**config.mk**
```make
export PLATFORM = sky130hd
export DESIGN_NAME = ex_ma_skid_stage
export DESIGN_NICKNAME = d
export VERILOG_FILES = /design/src/rtl/ex_ma_skid_stage_pkg.sv /design/src/rtl/ex_ma_skid_stage_pipe_entry_reg.sv /design/src/rtl/ex_ma_skid_stage.sv
export SDC_FILE = /design/constraint.sdc
export NUM_CORES = 1
export LEC_CHECK = 0
export CAP_MARGIN = 20
export CORE_UTILIZATION = 51
export DETAILED_ROUTE_END_ITERATION = 6
export MAX_ROUTING_LAYER = met4
export PLACE_DENSITY = 0.8
export SLEW_MARGIN = 20
export SYNTH_ARGS = -nofsm -noshare
export SYNTH_HDL_FRONTEND = slang
export SYNTH_SLANG_ARGS = --single-unit
```
**constraint.sdc**
```tcl
create_clock -name clk -period 2.6 [get_ports clk]
set_clock_uncertainty 0.15 [all_clocks]
set_input_delay 0.78 -clock clk [delete_from_list [all_inputs] [get_ports clk]]
set_output_delay 0.78 -clock clk [all_outputs]
set_load 0.01 [all_outputs]
```
**src/rtl/ex_ma_skid_stage_pkg.sv**
```systemverilog
// Shared pipeline package: stage-buffer state encoding and the EX->MA control bundle.
package ex_ma_skid_stage_pkg;

    // Stage-buffer occupancy states; the encoding equals the number of held entries.
    localparam logic [1:0] ST_EMPTY = 2'd0;
    localparam logic [1:0] ST_ONE   = 2'd1;
    localparam logic [1:0] ST_FULL  = 2'd2;

    // Control bundle carried alongside each instruction.
    typedef struct packed {
        logic mem_read;
        logic mem_write;
        logic reg_write;
        logic mem_to_reg;
        logic branch;
    } ctrl_t;

    localparam int unsigned CTRL_W = $bits(ctrl_t);

endpackage

```
**src/rtl/ex_ma_skid_stage_pipe_entry_reg.sv**
```systemverilog
// Load-enabled payload register with asynchronous active-low clear.
module pipe_entry_reg #(
    parameter int unsigned W = 8
) (
    input  logic         clk,
    input  logic         rst_n,
    input  logic         load,
    input  logic [W-1:0] d,
    output logic [W-1:0] q
);

    // Capture d when load is asserted; hold otherwise.
    always_ff @(posedge clk or negedge rst_n) begin
        if (!rst_n) begin
            q <= '0;
        end else if (load) begin
            q <= d;
        end
    end

endmodule

```
**src/rtl/ex_ma_skid_stage.sv**
```systemverilog
// EX->MA two-entry skid buffer: HEAD drives the MA side, SKID absorbs one extra
// entry so in_ready can be registered without losing throughput.
module ex_ma_skid_stage
    import ex_ma_skid_stage_pkg::*;
#(
    parameter int unsigned XLEN        = 32,
    parameter int unsigned RA_W        = 5,
    parameter int unsigned STALL_CNT_W = 16
) (
    input  logic                   clk,
    input  logic                   rst_n,
    input  logic                   flush,
    input  logic                   in_valid,
    output logic                   in_ready,
    input  logic [XLEN-1:0]        in_pc_plus_4,
    input  logic [XLEN-1:0]        in_alu_result,
    input  logic [XLEN-1:0]        in_write_data,
    input  logic [RA_W-1:0]        in_rd_addr,
    input  logic                   in_mem_read,
    input  logic                   in_mem_write,
    input  logic                   in_reg_write,
    input  logic                   in_mem_to_reg,
    input  logic                   in_branch,
    output logic                   out_valid,
    input  logic                   out_ready,
    output logic [XLEN-1:0]        out_pc_plus_4,
    output logic [XLEN-1:0]        out_alu_result,
    output logic [XLEN-1:0]        out_write_data,
    output logic [RA_W-1:0]        out_rd_addr,
    output logic                   out_mem_read,
    output logic                   out_mem_write,
    output logic                   out_reg_write,
    output logic                   out_mem_to_reg,
    output logic                   out_branch,
    output logic [1:0]             occupancy,
    output logic [STALL_CNT_W-1:0] stall_cycles
);

    localparam int unsigned ENTRY_W = 3 * XLEN + RA_W + CTRL_W;

    logic [1:0]             state_q, state_d;
    logic                   in_ready_q;
    logic [STALL_CNT_W-1:0] stall_q;
    logic                   xfer_in, xfer_out;
    logic                   head_load, skid_load, head_from_skid;
    ctrl_t                  in_ctrl, head_ctrl;
    logic [ENTRY_W-1:0]     in_entry, head_d, head_q, skid_q;

    assign in_ctrl  = {in_mem_read, in_mem_write, in_reg_write, in_mem_to_reg, in_branch};
    assign in_entry = {in_pc_plus_4, in_alu_result, in_write_data, in_rd_addr, in_ctrl};

    assign out_valid = (state_q != ST_EMPTY);
    assign in_ready  = in_ready_q;
    assign xfer_in   = in_valid & in_ready_q;
    assign xfer_out  = out_valid & out_ready;
    assign head_d    = head_from_skid ? skid_q : in_entry;

    // Occupancy transitions and entry-register load selection; flush overrides all transfers.
    always_comb begin
        state_d        = state_q;
        head_load      = 1'b0;
        skid_load      = 1'b0;
        head_from_skid = 1'b0;
        if (flush) begin
            state_d = ST_EMPTY;
        end else begin
            case (state_q)
                ST_EMPTY: begin
                    if (xfer_in) begin
                        state_d   = ST_ONE;
                        head_load = 1'b1;
                    end
                end
                ST_ONE: begin
                    if (xfer_in && xfer_out) begin
                        head_load = 1'b1;
                    end else if (xfer_out) begin
                        state_d = ST_EMPTY;
                    end else if (xfer_in) begin
                        state_d   = ST_FULL;
                        skid_load = 1'b1;
                    end
                end
                ST_FULL: begin
                    if (xfer_out) begin
                        state_d        = ST_ONE;
                        head_load      = 1'b1;
                        head_from_skid = 1'b1;
                    end
                end
                default: state_d = ST_EMPTY;
            endcase
        end
    end

    // State register; in_ready is registered from the next state so it never sees out_ready combinationally.
    always_ff @(posedge clk or negedge rst_n) begin
        if (!rst_n) begin
            state_q    <= ST_EMPTY;
            in_ready_q <= 1'b1;
        end else begin
            state_q    <= state_d;
            in_ready_q <= (state_d != ST_FULL);
        end
    end

    // Saturating count of cycles where MA back-pressures a valid entry.
    always_ff @(posedge clk or negedge rst_n) begin
        if (!rst_n) begin
            stall_q <= '0;
        end else if (out_valid && !out_ready && !flush && (stall_q != '1)) begin
            stall_q <= stall_q + {{(STALL_CNT_W-1){1'b0}}, 1'b1};
        end
    end

    pipe_entry_reg #(.W(ENTRY_W)) u_head (
        .clk   (clk),
        .rst_n (rst_n),
        .load  (head_load),
        .d     (head_d),
        .q     (head_q)
    );

    pipe_entry_reg #(.W(ENTRY_W)) u_skid (
        .clk   (clk),
        .rst_n (rst_n),
        .load  (skid_load),
        .d     (in_entry),
        .q     (skid_q)
    );

    assign {out_pc_plus_4, out_alu_result, out_write_data, out_rd_addr, head_ctrl} = head_q;

    assign out_mem_read   = head_ctrl.mem_read  & out_valid;
    assign out_mem_write  = head_ctrl.mem_write & out_valid;
    assign out_reg_write  = head_ctrl.reg_write & out_valid;
    assign out_mem_to_reg = head_ctrl.mem_to_reg;
    assign out_branch     = head_ctrl.branch;
    assign occupancy      = state_q;
    assign stall_cycles   = stall_q;

endmodule
```
# ---- Yosys cells after proc, flatten, opt, wreduce, memory -nomap -nowiden
# Index checks and enable logic that the tools add are counted.
dict set report word_totals {
  out_inout_bits 126
  inputBits 111
  wordCells 42
  regBits 231
}
dict set report classes {
  bitwise 5
  n_reduce_logical 8
  n_eq_ne 4
  mux 19
  n_addsub 1
}
# cell count
set op_table {}
lappend op_table {{$mux W106} 1}
lappend op_table {{$add A16 B1 Y16 const B} 1}
lappend op_table {{$ne A16 B16 Y1 const B} 1}
lappend op_table {{$mux W2} 6}
lappend op_table {{$mux W1} 10}
lappend op_table {{$pmux W2 S3} 1}
lappend op_table {{$and A1 B1 Y1} 5}
lappend op_table {{$logic_and A1 B1 Y1} 4}
lappend op_table {{$pmux W1 S3} 1}
lappend op_table {{$eq A2 B1 Y1 const B} 1}
lappend op_table {{$eq A2 B2 Y1 const B} 1}
lappend op_table {{$logic_not A1 Y1} 2}
lappend op_table {{$logic_not A2 Y1} 1}
lappend op_table {{$ne A2 B2 Y1 const B} 1}
lappend op_table {{$reduce_bool A2 Y1} 1}

# ---- Depth between registers and ports, before layout
# Gate-level depths: netlist of run 1.
dict set report depth {
  depth_word 7
  mapped_depth 7
  mapped_depth_nobuf 5
}

# ---- By module
# A second synthesis of run 1 with hierarchy kept.
dict set report unflattened {
  cells_unflattened 661
  hier_area_um2 10467.5
}
# module instances area_each_um2 cells_each seq_area_each_um2
set modules_own_cells {}
lappend modules_own_cells {pipe_entry_reg 2 4093.9 224 2652.5}
lappend modules_own_cells {ex_ma_skid_stage 1 2279.7 213 476.7}

# ---- Worst setup path after synthesis of run 1
# OpenSTA, ideal clock, no wires.
dict set report synth_timing {
  path_type {in2reg}
  startpoint {input flush}
  endpoint {register u_skid.q[76]}
  stages 5
  t_required_ps 2325
  arrival_time_ps 2103
  slack_ps 222
  setup_time_ps 125
  path_cell_list {or2_2 -> nor4_4 -> buf_2 -> buf_4 -> mux2_2}
}
dict set report synth_via {
  elab_chain_cells 1
}
# item line
set synth_lines {}
lappend synth_lines {{from (decl)} ex_ma_skid_stage.sv:12} ;# input logic flush,
lappend synth_lines {{$mux W1} ex_ma_skid_stage.sv:64} ;# if (flush) begin
lappend synth_lines {{to (signal assigned)} ex_ma_skid_stage_pipe_entry_reg.sv:15} ;# q <= '0;
lappend synth_lines {{to (signal assigned)} ex_ma_skid_stage_pipe_entry_reg.sv:17} ;# q <= d;
lappend synth_lines {{to (decl)} ex_ma_skid_stage_pipe_entry_reg.sv:9} ;# output logic [W-1:0] q
# No other way between the ends.
# A chain may end at the register's enable or synchronous reset.

# ---- Worst setup path after layout of run 1
dict set report layout_timing {
  startpoint {register state_q[1], in the netlist occupancy[1]}
  endpoint {output occupancy[1]}
}
# item line
set layout_lines {}
lappend layout_lines {{from (decl)} ex_ma_skid_stage.sv:41} ;# logic [1:0] state_q, state_d;
lappend layout_lines {{from (signal assigned)} ex_ma_skid_stage.sv:102} ;# state_q <= state_d;
lappend layout_lines {{to (decl)} ex_ma_skid_stage.sv:35} ;# output logic [1:0] occupancy,
# No word-level cell between the ends.

==> key figures, run 1 <==
Clock tree
  • CTS tree: built
  • Maximum clock path buffer count: 3
  • Clk_lat worst skew: 500 ps
  • H-tree Lvls: 1
  • TritonCTS sink count: about 230
  • CTS clock-pin slew for the worst setup and hold paths: 60 ps
  • Root buffer cell: clkbuf_16
  • CTS Buf Count: 24
  • Post-CTS Hold Buffers: 0

Yosys
  • Synth warn: 0
  • Synth cell types: 31
  • Yosys reg bits: between 200 and 250
  • Post-Syn Nets: 870
  • Post-synth top area cell: dfrtp_1
  • Top-area cell type share of the netlist area: a little over half
  • Synth Instances: ~760
  • Mapped cell area: 10800 um2
  • Synth top area cells: dfrtp_1 53%, mux2_2 33%, buf_4 7.3%
  • Asr flop ratio synth: 100%
  • Sequential fraction of the synthesis area: 53.5%
  • Commonest cells post-synth: 319 x mux2_2, 230 x dfrtp_1, 105 x buf_4
  • Synth Area per Inst: 14.3 um2
  • Cell with the most instances after synthesis: mux2_2
  • Top_reg_cell synth: dfrtp_1
  • Number of synthesized flops with an enable pin: 0

Finish
  • P&R area growth vs syn: 28.3%
  • Share of cells above drive strength 1: between 40% and 50%
  • Fin area: between 10000 and 15000 um2
  • Ant diodes: 0
  • # nets final: between 1000 and 1500

Drt
  • Routed WL per cell: between 15 and 20 um
  • Number of detailed-route iterations in the first pass: 4
  • Via count: around 6300
  • Vias per cell: 5.19
  • DRC violations left: 0
  • Final Routed Wirelength: ~22 mm
  • Initial DRC count: about 170
  • Post-route ant nets: 0

STA
  • RSZ-0062 raised after global routing: false
  • Max Freq: about 0.40 GHz
  • Tmin final: between 2000 and 3000 ps
  • Final worst setup slack: between 90 and 100 ps
  • Final worst-path cycle share: a little over nine tenths
  • Final setup TNS: 0 ps
  • Endpoints failing setup: 0
  • Worst-Margin Slew: 430 ps
  • Slew Viols, Final: 0
  • Rel. slew slack: a little under three quarters
  • Final hold violations: 0

Critical path
  • Startpoint type of the worst setup path: register
  • Type of the worst setup path: reg2out
  • CP top delay family: buffers and inverters
  • Slowest-stage cell, CP: clkdlybuf4s50_1
  • Crit path required time: 1670 ps
  • Slowest stage delay, CP: ~530 ps
  • Setup crit end kind: output port
  • Arrival time at the worst endpoint: between 1500 and 2000 ps
  • Critical Path, Cell by Cell: buf_4, clkdlybuf4s50_1
  • Worst-path fanout max: 4
  • WP buf/inv: 2

Power
  • Psw: between 2000 and 3000 uW
  • Worst vdd ir: between 0.6 and 0.7 mV
  • Clk pwr share: about a third
  • Leakage: 0.00590 uW
  • Sequential share of power: 45.9%
  • PD cells: about 770 nW/um2
  • Int Pwr: between 8000 and 9000 uW
  • Sw frac: between 20% and 30%
  • Gate power share: between 20% and 30%

Flow run
  • MaxCap Viol Count: 0

Placed design
  • Gp weighted congestion: 0.850
  • DP Wirelength: 14.6 mm
  • I/O Buffers: 236
  • Post-DP Area: 13000 um2
  • Pre-CTS WS: -355 ps

Floorplan
  • Row count: 52
  • DIE HEIGHT: ~150 um
  • Die Width: 148 um
  • Ports: between 200 and 250
  • Core Footprint: slightly above 20000 um2
  • Initial Util: 52.7%
  • Die area: about 22000 um2

Global route
  • GRT Total Usage: between 20% and 30%
  • Largest net degree at the start of global routing: 53
  • Vias in the first global route: 6655
  • Number of antenna violations at the first check in global routing: 0
  • First-pass GRT wire length: approximately 35 mm
  • Congestion Overflow GR: 0

Worst hold path
  • Hold WC Path Type: in2async

Status
  • Outcome: complete, no violations
-- state kept, by name, summed over array words and instances, names as in the netlist --
signal        cells
u_head.q        106
u_skid.q        106
stall_cycles     16
occupancy         2
in_ready          1
-- worst reg2reg max path, cell delays in order (launching register included) --
cell	delay, ps
dfrtp_2	420
buf_4	160
and2b_1	230
nor3b_4	250
buf_4	230
buf_4	210
mux2_2	340
mux2_2	260
-- kinds of logic after synthesis --
kind of cell               count (synthesis)  share of synthesized area, %
muxes                                    319                          33.2
DFF                                      231                          53.5
buffers and inverters                    141                          9.04
and+or+nand+nor                           46                          2.63
xor gates and xnor gates                  15                          1.22
AOI/OAI and AO/OA                          5                         0.289
adders and majority gates                  1                         0.116
-- power by group through the flow --
| stage | registers [uW] | logic (uW) | clock network, uW |
|---|---|---|---|
| after global placement | 4940 | 2310 | 0 |
| after CTS | 4930 | 2400 | 3570 |
| after floorplan | 4840 | 1620 | 0 |
| after detailed placement | 4980 | 2360 | 0 |
| after global routing | 5040 | 2530 | 3700 |
| final | 4930 | 2360 | 3460 |
-- placed cells by master, fill, tap and decap left out, drive strengths merged --
cell type	n
dfstp	1
nor2	3
o21ai	2
nand2b	1
xor2	11
clkinv	5
and2	1
nor3	3
clkbuf	34
dlymetal6s2s	3
buf	42
a21oi	1
nor4b	1
inv	4
a211o	1
and2b	1
nand4	9
bufinv	2
clkinvlp	3
ha	1
nand3	2
mux2	319
clkdlybuf4s50	231
and3	4
nand2	7
xnor2	4
nor4	7
nor3b	3
nor2b	3
dlygate4sd2	1
a21o	1
dfrtp	230
or2	1
-- per-layer routing --
layer / global-route usage (%) / wire length [um] / vias up
li1: - / - / 2903
met1: 28.3 / 9860 / 3173
met2: 32.7 / 10200 / 185
met3: 3.55 / 1210 / 27
met4: 4.43 / 327 / 0
met5: - / 0 / -
-- through the flow --
stage	hold slack, ps	cells	utilization [%]	total power, uW
after floorplan	321	758	-	6460
after global placement	333	1165	63.5	7250
after detailed placement	340	1165	63.5	7340
after CTS	31.6	1212	67.6	10900
after global routing	47.9	1212	67.7	11300
final	34.2	1212	67.7	10700
-- final cells by class --
| class | count | area (um2) |
|---|---|---|
| Fill cell | 1512 | 6620 |
| Sequential cell | 231 | 5780 |
| Multi-Input combinational cell | 386 | 4070 |
| Timing Repair Buffer | 277 | 2840 |
| Clock buffer | 34 | 709 |
| Tap cell | 270 | 338 |
| Clock inverter | 10 | 108 |
| Inverter | 4 | 15.0 |
-- path summary, 6_finish.rpt --
path,start,end,slack [ps],cells after the start
worst max register to register,occupancy[0]$_DFF_PN0_,u_head.q[69]$_DFFE_PN0P_,230,7
max in group asynchronous,rst_n,u_skid.q[18]$_DFFE_PN0P_,1610,2
worst min-delay path,rst_n,u_head.q[69]$_DFFE_PN0P_,30,1
worst max-delay path,occupancy[1]$_DFF_PN0_,occupancy[1],90,2
min in group clk,u_skid.q[58]$_DFFE_PN0P_,u_skid.q[58]$_DFFE_PN0P_,350,1
worst min register to register,u_skid.q[58]$_DFFE_PN0P_,u_skid.q[58]$_DFFE_PN0P_,350,1
-- repair_timing --
item	CTS	global route
cloned	0	0
gates resized for setup	5	3
hold endpoints to repair	0	0
endpoints found under the setup margin	4	3
buffers inserted	3	0
pin swaps	1	0
Power figures use the tool's default switching activity.
==> run 2, diff against run 1 <==
- CTS_CLUSTER_DIAMETER: default -> 30
==> run 2 against run 1 <==
  * Core utilization rose by 4.1 points
  * Largest cell class unchanged
  * Combinational power barely moved
  * Register-to-register slack got worse by 50 ps
  * Clock power rose by 77%
  * Hold slack got worse by 33 ps
  * Die area did not move
  * Setup slack got worse by 17 ps
  * Clock-buffer cell count rose by 23
  * Cell count rose by 3.7%
  * Wire length rose by 4.9%
==> key figures, run 2 (synthesis results as in run 1) <==
Finish
  • Core Util, Final: 71.8%
  • Ant diodes: 0
  • FILL cells: 1401
  • P&R area growth vs syn: 36.1%
  • Most frequent cells in the layout: 319 x mux2_2, 231 x clkdlybuf4s50_1, 228 x dfrtp_1
  • # nets final: 1061
  • Share of cells above drive strength 1: ~46%
  • Most common cell after layout, fill and taps aside: mux2_2

Drt
  • Post-route ant nets: 0
  • Final Routed Wirelength: 22.6 mm
  • DRC violations left: 0
  • Initial DRC count: ~180
  • Vias per cell: 5.18
  • Routed WL per cell: about 18 um
  • Via count: 6515
  • Number of detailed-route iterations in the first pass: 4

STA
  • Final setup TNS: 0 ps
  • RSZ-0062 raised after global routing: false
  • Final hold violations: 0
  • Max Freq: around 0.4 GHz
  • Final worst setup slack: 73.8 ps
  • Endpoints failing setup: 0
  • Tmin final: 2530 ps
  • Hold slack final: roughly 1.0 ps
  • Final worst-path cycle share: a little over nine tenths
  • Worst-Margin Slew: about 430 ps
  • Slew Viols, Final: 0
  • Rel. slew slack: a little under three quarters

Power
  • Worst vdd ir: ~0.65 mV
  • PD cells: ~910 nW/um2
  • Leakage: 0.00630 uW

Clock tree
  • Clk_lat worst skew: approximately 530 ps
  • CTS tree: built
  • H-tree Lvls: 2
  • TritonCTS sink count: approximately 230
  • CTS clock-pin slew for the worst setup and hold paths: 50 ps
  • CTS Buf Count: 48
  • Root buffer cell: clkbuf_16
  • Maximum clock path buffer count: 3
  • Post-CTS Hold Buffers: 0

Floorplan
  • Core Footprint: 20500 um2
  • Die area: 21800 um2
  • Row count: 52
  • DIE HEIGHT: about 150 um
  • Die Width: about 150 um
  • Initial Util: a little over half
  • Ports: 237

Global route
  • Congestion Overflow GR: 0
  • Largest net degree at the start of global routing: 53
  • GRT Total Usage: between 20% and 30%
  • Number of antenna violations at the first check in global routing: 0
  • Vias in the first global route: between 7000 and 8000
  • First-pass GRT wire length: 37.0 mm

Placed design
  • I/O Buffers: 236
  • Gp weighted congestion: roughly 0.85
  • DP Wirelength: around 15 mm
  • Pre-CTS WS: -355 ps

Flow run
  • MaxCap Viol Count: 0

Worst hold path
  • Hold WC Path Type: in2async

Critical path
  • Crit path required time: 1670 ps
  • Type of the worst setup path: reg2out
  • Arrival time at the worst endpoint: 1600 ps
  • Worst-path fanout max: 4
  • Startpoint type of the worst setup path: register
  • Setup crit end kind: output port

Status
  • Outcome: complete, no violations
run 2: cell count changes in the layout (fill, tap and decap cells not counted), sizes merged:
cell / previous run / this run
buf: 42 / 43
clkbuf: 34 / 57
inv: 4 / 14
bufinv: 2 / 6
dlymetal6s2s: 3 / 2
dlygate4sd2: 1 / 2
clkinv: 5 / 12
run 2: worst max-delay path, stage by stage (launching register included):
cell	delay [ps]
dfrtp_2	410
buf_4	140
clkdlybuf4s50_1	520
run 2: final cells by class:
| type | instances | area (um2) | share of cell area, % |
|---|---|---|---|
| clock buffers | 57 | 1280 | 8.68 |
| inverters | 4 | 15.0 | 0.102 |
| clock inverters | 31 | 374 | 2.54 |
| multi-input cells | 386 | 4070 | 27.7 |
| flip-flops and latches | 231 | 5780 | 39.3 |
| well taps | 270 | 338 | 2.30 |
| repair buffers | 278 | 2850 | 19.4 |
run 2: routing by layer:
layer / part of all wire (%) / wire (um) / up-vias / global-route usage [%]
li1: - / - / 2984 / -
met1: 45 / 10200 / 3285 / 28.3
met2: 47 / 10700 / 205 / 34.9
met3: 5.8 / 1310 / 41 / 5.09
met4: 1.8 / 410 / 0 / 6.60
met5: 0 / 0 / - / -
run 2: path summary, 6_finish.rpt:
path	from	slack, ps	cells after the start	end
setup / recovery	occupancy[1]$_DFF_PN0_	70	2	occupancy[1]
hold / removal	rst_n	1	1	u_head.q[69]$_DFFE_PN0P_
setup reg to reg	occupancy[0]$_DFF_PN0_	180	7	u_head.q[40]$_DFFE_PN0P_
hold reg to reg	u_skid.q[58]$_DFFE_PN0P_	350	1	u_skid.q[58]$_DFFE_PN0P_
max in group asynchronous	rst_n	1630	2	u_skid.q[29]$_DFFE_PN0P_
min in group clk	u_skid.q[58]$_DFFE_PN0P_	350	1	u_skid.q[58]$_DFFE_PN0P_
run 2: metrics by stage:
stage | power (uW) | instance area [um2] | cells
after floorplan | 6460 | 10800 | 758
after global placement | 7250 | 13000 | 1165
after detailed placement | 7340 | 13000 | 1165
after CTS | 13600 | 14700 | 1256
after global routing | 14000 | 14700 | 1257
final | 13400 | 14700 | 1257
run 2: where the power goes:
| part | switching (uW) | leakage (uW) | internal (uW) |
|---|---|---|---|
| registers | 468 | 0.00280 | 4480 |
| logic | 815 | 0.00269 | 1550 |
| clock network | 2000 | 0.000807 | 4140 |
| total | 3280 | 0.00630 | 10200 |
run 2: repair_timing:
item	in CTS	in global routing
gates resized for setup	6	2
setup buffers	3	1
endpoints found under the setup margin	5	2
pin swaps	1	1
==> variant 1 (flow settings as in run 2) <==
Change the parameter `RA_W` from 5 to 10.
--- a/src/rtl/ex_ma_skid_stage.sv
+++ b/src/rtl/ex_ma_skid_stage.sv
@@ -5,5 +5,5 @@
 #(
     parameter int unsigned XLEN        = 32,
-    parameter int unsigned RA_W        = 5,
+    parameter int unsigned RA_W        = 10,
     parameter int unsigned STALL_CNT_W = 16
 ) (
Interface: changed (resized in_rd_addr and out_rd_addr); port bits go from 237 to 247. No check against the original RTL was run, so the function may have changed too.
==> variant 1 against run 2 <==
First-iteration DRC count shrank 44%; wire length grew 4.9%; sequential power grew 4%; design area grew 6.0%; setup slack lost 7.7 ps; sequential cell count grew 10; area after synthesis grew 5.0%; sequential share of layout area shrank 0.61 points; global-route usage shrank 0.43 points; critical path depth shrank 1; power grew 5.4%; largest power group unchanged.
==> variant 1: results (changes against run 2) <==
| Metric | Value |
|---|---|
| CP Launch Point | in_ready |
| Lkg Pwr | 6.69 nW (+6.1%) |
| Pre-CTS setup slack | -217 ps (+139 ps) |
| Post-CTS Setup Bufs | 2 (-1) |
| Post-synthesis xor/xnor area fraction | 1.08% (-0.13 points) |
| GRT Total Usage | 21.6% (-0.43 points) |
| Sequential power | 5.15 mW (+4%) |
| Post-synth top cells | mux2_2, dfrtp_1, buf_4 |
| Post-synthesis compound-gate area fraction | 0.276% (-0.014 points) |
| Routed wire length per instance | 18.1 µm (+0.39%) |
| Routed via count | 6708 (+3.0%) |
| Crit path max-delay family | buffers and inverters |
| Drt first pass iters | 4 (unchanged) |
| Skew-Pair Late Insertion Delay | ~520 ps |
| PnR worst setup slack | 66.1 ps (-7.69 ps) |
| Syn avg cell area | 14.4 µm² (+0.72%) |
| Final Non-Filler Cells | 1313 (+4.5%) |
| Met3 usage | 6.11% (+1.0 points) |
| Peak supply drop | 0.000589 V (-9.8%) |
| Post-synthesis sequential area ratio | 53.2% (-0.33 points) |
| CP max stage delay | 560 ps (+40 ps) |
| Metal-1 WL | 9700 µm (-4.8%) |
| HPWL after DPL | 15800 µm (+8.7%) |
| Post-synthesis mux area share | 33.2% (about the same) |
| Met2 GRT Util | 36.0% (+1.1 points) |
| Clk pwr | 6.55 mW (+6.9%) |
| Met3 Wirelength | 1550 µm (+18%) |
| NetSw | 3.30 mW (+0.72%) |
| Net Count, Synth | 907 (+4.3%) |
| R2R Setup Slk | 250 ps (+70 ps) |
| Largest net degree at the start of global routing | 68 (+28%) |
| Routing usage on met1 | 25.2% (-3.2 points) |
| Dominant cells by area after synthesis | dfrtp_1, mux2_2, mux2_1, buf_4, buf_6 |
| Max-slew headroom | 59.9% (-12 points) |
| FF-to-FF Start | occupancy[0] |
| First-pass GRT wire length | 37600 µm (+1.5%) |
| CTS buffer count | 49 (+2.1%) |
| 1st-iter DRT viols | 100 (-44%) |
| Worst r2r dst | u_head.q[110] |
| PortBufs | 246 (+4.2%) |
| Metal2 WL | 11900 µm (+11%) |
| Internal | 10.9 mW (+6.9%) |
| Final nets | 1112 (+4.8%) |
| Slowest CP cell | clkdlybuf4s50_1 |
| Status | complete, no violations |
| Worst hold slack | 52.0 ps (+51.0 ps) |
| GPL Wtd Cong | 0.763 (-10%) |
| Cells resized by post-CTS repair | 7 (+1) |
| Vias in the first global route | 7362 (+3.3%) |
| Cells after DPL | 1222 (+4.9%) |
| Finished Cell Area | 15600 µm² (+6.0%) |
| Fill cells | 1406 (+0.36%) |
| Post-DP Area | 13800 µm² (+6.0%) |
==> variant 1: cell types whose count changed in the layout (fill, tap and decap cells not counted), sizes merged, moves of 3 or more <==
cell,run 2,this run
mux2,319,335
clkdlybuf4s50,231,242
inv,14,3
buf,43,53
dfrtp,230,240
nand4,9,4
clkbuf,57,61
xnor2,4,0
bufinv,6,9
clkinvlp,3,6
nand2,7,10
nor2,3,6
xor2,11,14
==> variant 1: kinds of logic (layout without fill, tap and decap cells) <==
family | Yosys count | in the layout
mux | 335 | 335
flops | 241 | 241
buf+inv | 147 | 390
simple gates | 47 | 47
xor+xnor | 14 | 14
compound gates | 5 | 5
fa+ha+maj | 1 | 1
==> variant 1: cell type report <==
| class | instances | share of cell area [%] |
|---|---|---|
| clock buffer | 61 | 8.73 |
| timing repair buffer | 298 | 20.5 |
| inverter | 3 | 0.0722 |
| tap | 280 | 2.25 |
| multi-input combinational | 402 | 27.2 |
| clock inverter | 28 | 2.58 |
| sequential | 241 | 38.7 |
==> variant 2 (settings of run 2) <==
Made on the original files. Reset style: synchronous (`rst_n`), changed in 3 clocked blocks. Comments in the files are not updated.
--- a/src/rtl/ex_ma_skid_stage_pipe_entry_reg.sv
+++ b/src/rtl/ex_ma_skid_stage_pipe_entry_reg.sv
@@ -11,5 +11,5 @@
 
     // Capture d when load is asserted; hold otherwise.
-    always_ff @(posedge clk or negedge rst_n) begin
+    always_ff @(posedge clk) begin
         if (!rst_n) begin
             q <= '0;
--- a/src/rtl/ex_ma_skid_stage.sv
+++ b/src/rtl/ex_ma_skid_stage.sv
@@ -95,5 +95,5 @@
 
     // State register; in_ready is registered from the next state so it never sees out_ready combinationally.
-    always_ff @(posedge clk or negedge rst_n) begin
+    always_ff @(posedge clk) begin
         if (!rst_n) begin
             state_q    <= ST_EMPTY;
@@ -106,5 +106,5 @@
 
     // Saturating count of cycles where MA back-pressures a valid entry.
-    always_ff @(posedge clk or negedge rst_n) begin
+    always_ff @(posedge clk) begin
         if (!rst_n) begin
             stall_q <= '0;
Check against the original RTL: differs if rst_n is asserted again (counterexample within 4 cycles, from zero or initial values and one cycle with rst_n low); with rst_n held inactive, the same outputs for 4 cycles.
==> variant 2 against run 2 <==
Wire length grew 28%; sequential cell count is the same; setup slack lost 31 ps; area after synthesis grew 1.3%; design area grew 0.39%; largest cell class is now multi-input combinational cells; worst hold slack gained 300 ps; sequential share of layout area shrank 8.0 points.
Power is not compared: it rests on default switching activity, and its combinational part moved more than twofold at a synthesized area within 25%.
==> variant 2: results (changes against run 2) <==
| Metric | Value |
|---|---|
| CTS buffer count | 47 (-2.1%) |
| GPL Wtd Cong | 0.884 (+4.0%) |
| Drt first pass iters | 5 (+1) |
| Post-synthesis xor/xnor area fraction | 0.0800% (-1.1 points) |
| Largest net degree at the start of global routing | 127 (+140%) |
| Net Count, Synth | 1295 (+49%) |
| Crit-path max FO | 9 (+5) |
| Vias in the first global route | 9191 (+29%) |
| Hold Path Class | flop to flop |
| Post-DP Area | 13000 µm² (+0.14%) |
| Max-slew headroom | 40.6% (-31 points) |
| Finished Cell Area | 14800 µm² (+0.39%) |
| Routed via count | 9293 (+43%) |
| Post-synthesis mux area share | 11.4% (-22 points) |
| Post-CTS Setup Bufs | 0 (-3) |
| Routing usage on met1 | 31.2% (+2.9 points) |
| GRT Total Usage | 26.4% (+4.3 points) |
| Post-synth cell types | 45 (+45%) |
| Share of post-route cells with drive strength above 1 | 11.1% (-35 points) |
| 1st-iter DRT viols | 499 (+180%) |
| Final nets | 1416 (+33%) |
| Post-synthesis compound-gate area fraction | 23.1% (+23 points) |
| Cells after DPL | 1530 (+31%) |
| Met2 GRT Util | 43.6% (+8.7 points) |
| First-pass GRT wire length | 46200 µm (+25%) |
| Mapped Cells | 1183 (+56%) |
| Top FF cell, synth | dfxtp_1 |
| Synth Area in Adders | 0.114% (-0.0015 points) |
| HPWL after DPL | 17700 µm (+22%) |
| Post-synthesis sequential area ratio | 42.2% (-11 points) |
| Metal2 WL | 14100 µm (+32%) |
| Drt total wl | 29000 µm (+28%) |
| Met3 Wirelength | 1830 µm (+40%) |
| Met3 usage | 5.43% (+0.34 points) |
| CP arrival | 1630 ps (+30 ps) |
| Initial antenna violation count | 1 (+1) |
| Metal-1 WL | 12100 µm (+19%) |
| Top sig layer | met4 |
| Cells resized by post-CTS repair | 6 (unchanged) |
| Final Non-Filler Cells | 1618 (+29%) |
| Dominant cells by area after synthesis | dfxtp_1, mux2_1, o311a_1, nand2_1, o21bai_1 |
| Pre-CTS setup slack | -270 ps (+85.5 ps) |
| Post-synth top cells | dfxtp_1, nand2_1, a21oi_1 |
| Status | complete, no violations |
| Asr flop ratio synth | 0% (-100 points) |
| Fill cells | 1519 (+8.4%) |
| CTS root buffer | clkbuf_16 |
[variant 2: changes by cell type in the layout (fill, tap and decap cells not counted), moves of 5 or more]
cell / run 2 / this run
a21oi_1: 1 / 114
o21bai_1: 0 / 106
o31ai_1: 0 / 6
o311a_1: 0 / 106
mux2i_1: 0 / 5
buf_12: 13 / 21
dfrtp_1: 228 / 0
nand2b_1: 1 / 6
nand3_1: 2 / 7
xor2_1: 11 / 0
mux2_1: 0 / 102
nand2_1: 7 / 226
dfxtp_1: 0 / 229
mux2_2: 319 / 4
[variant 2: worst paths after layout]
check / from / endpoint / slack (ps) / cells past startpoint
max: occupancy[0] / out_reg_write / 40 / 3
min: u_skid.q[64] / u_skid.q[64] / 300 / 2
max reg2reg: stall_cycles[0] / stall_cycles[14] / 580 / 5
min reg2reg: u_skid.q[64] / u_skid.q[64] / 300 / 2
[variant 2: power groups by stage]
stage          sequential [mW]  combinational (mW)  clock [mW]
2_1_floorplan             3.80               0.692           0
3_3_place_gp              3.82                1.09           0
3_5_place_dp              3.82                1.11           0
4_1_cts                   3.76                1.12        6.52
5_1_grt                   3.77                1.20        6.70
6_report                  3.76                1.12        6.46
[variant 2: cell type report]
class | count | share of cell area (%)
multi-input cells | 736 | 34.3
flip-flops and latches | 231 | 31.3
repair buffers | 283 | 20.2
clock buffers | 54 | 8.57
clock inverters | 33 | 3.12
well taps | 275 | 2.33
inverters | 5 | 0.144
diodes | 1 | 0.0169
[variant 2: critical path, stage by stage, from the launching register on]
cell and delay (ps):
dfxtp_2 340, or2_4 300, and2_1 180, dlygate4sd2_1 290
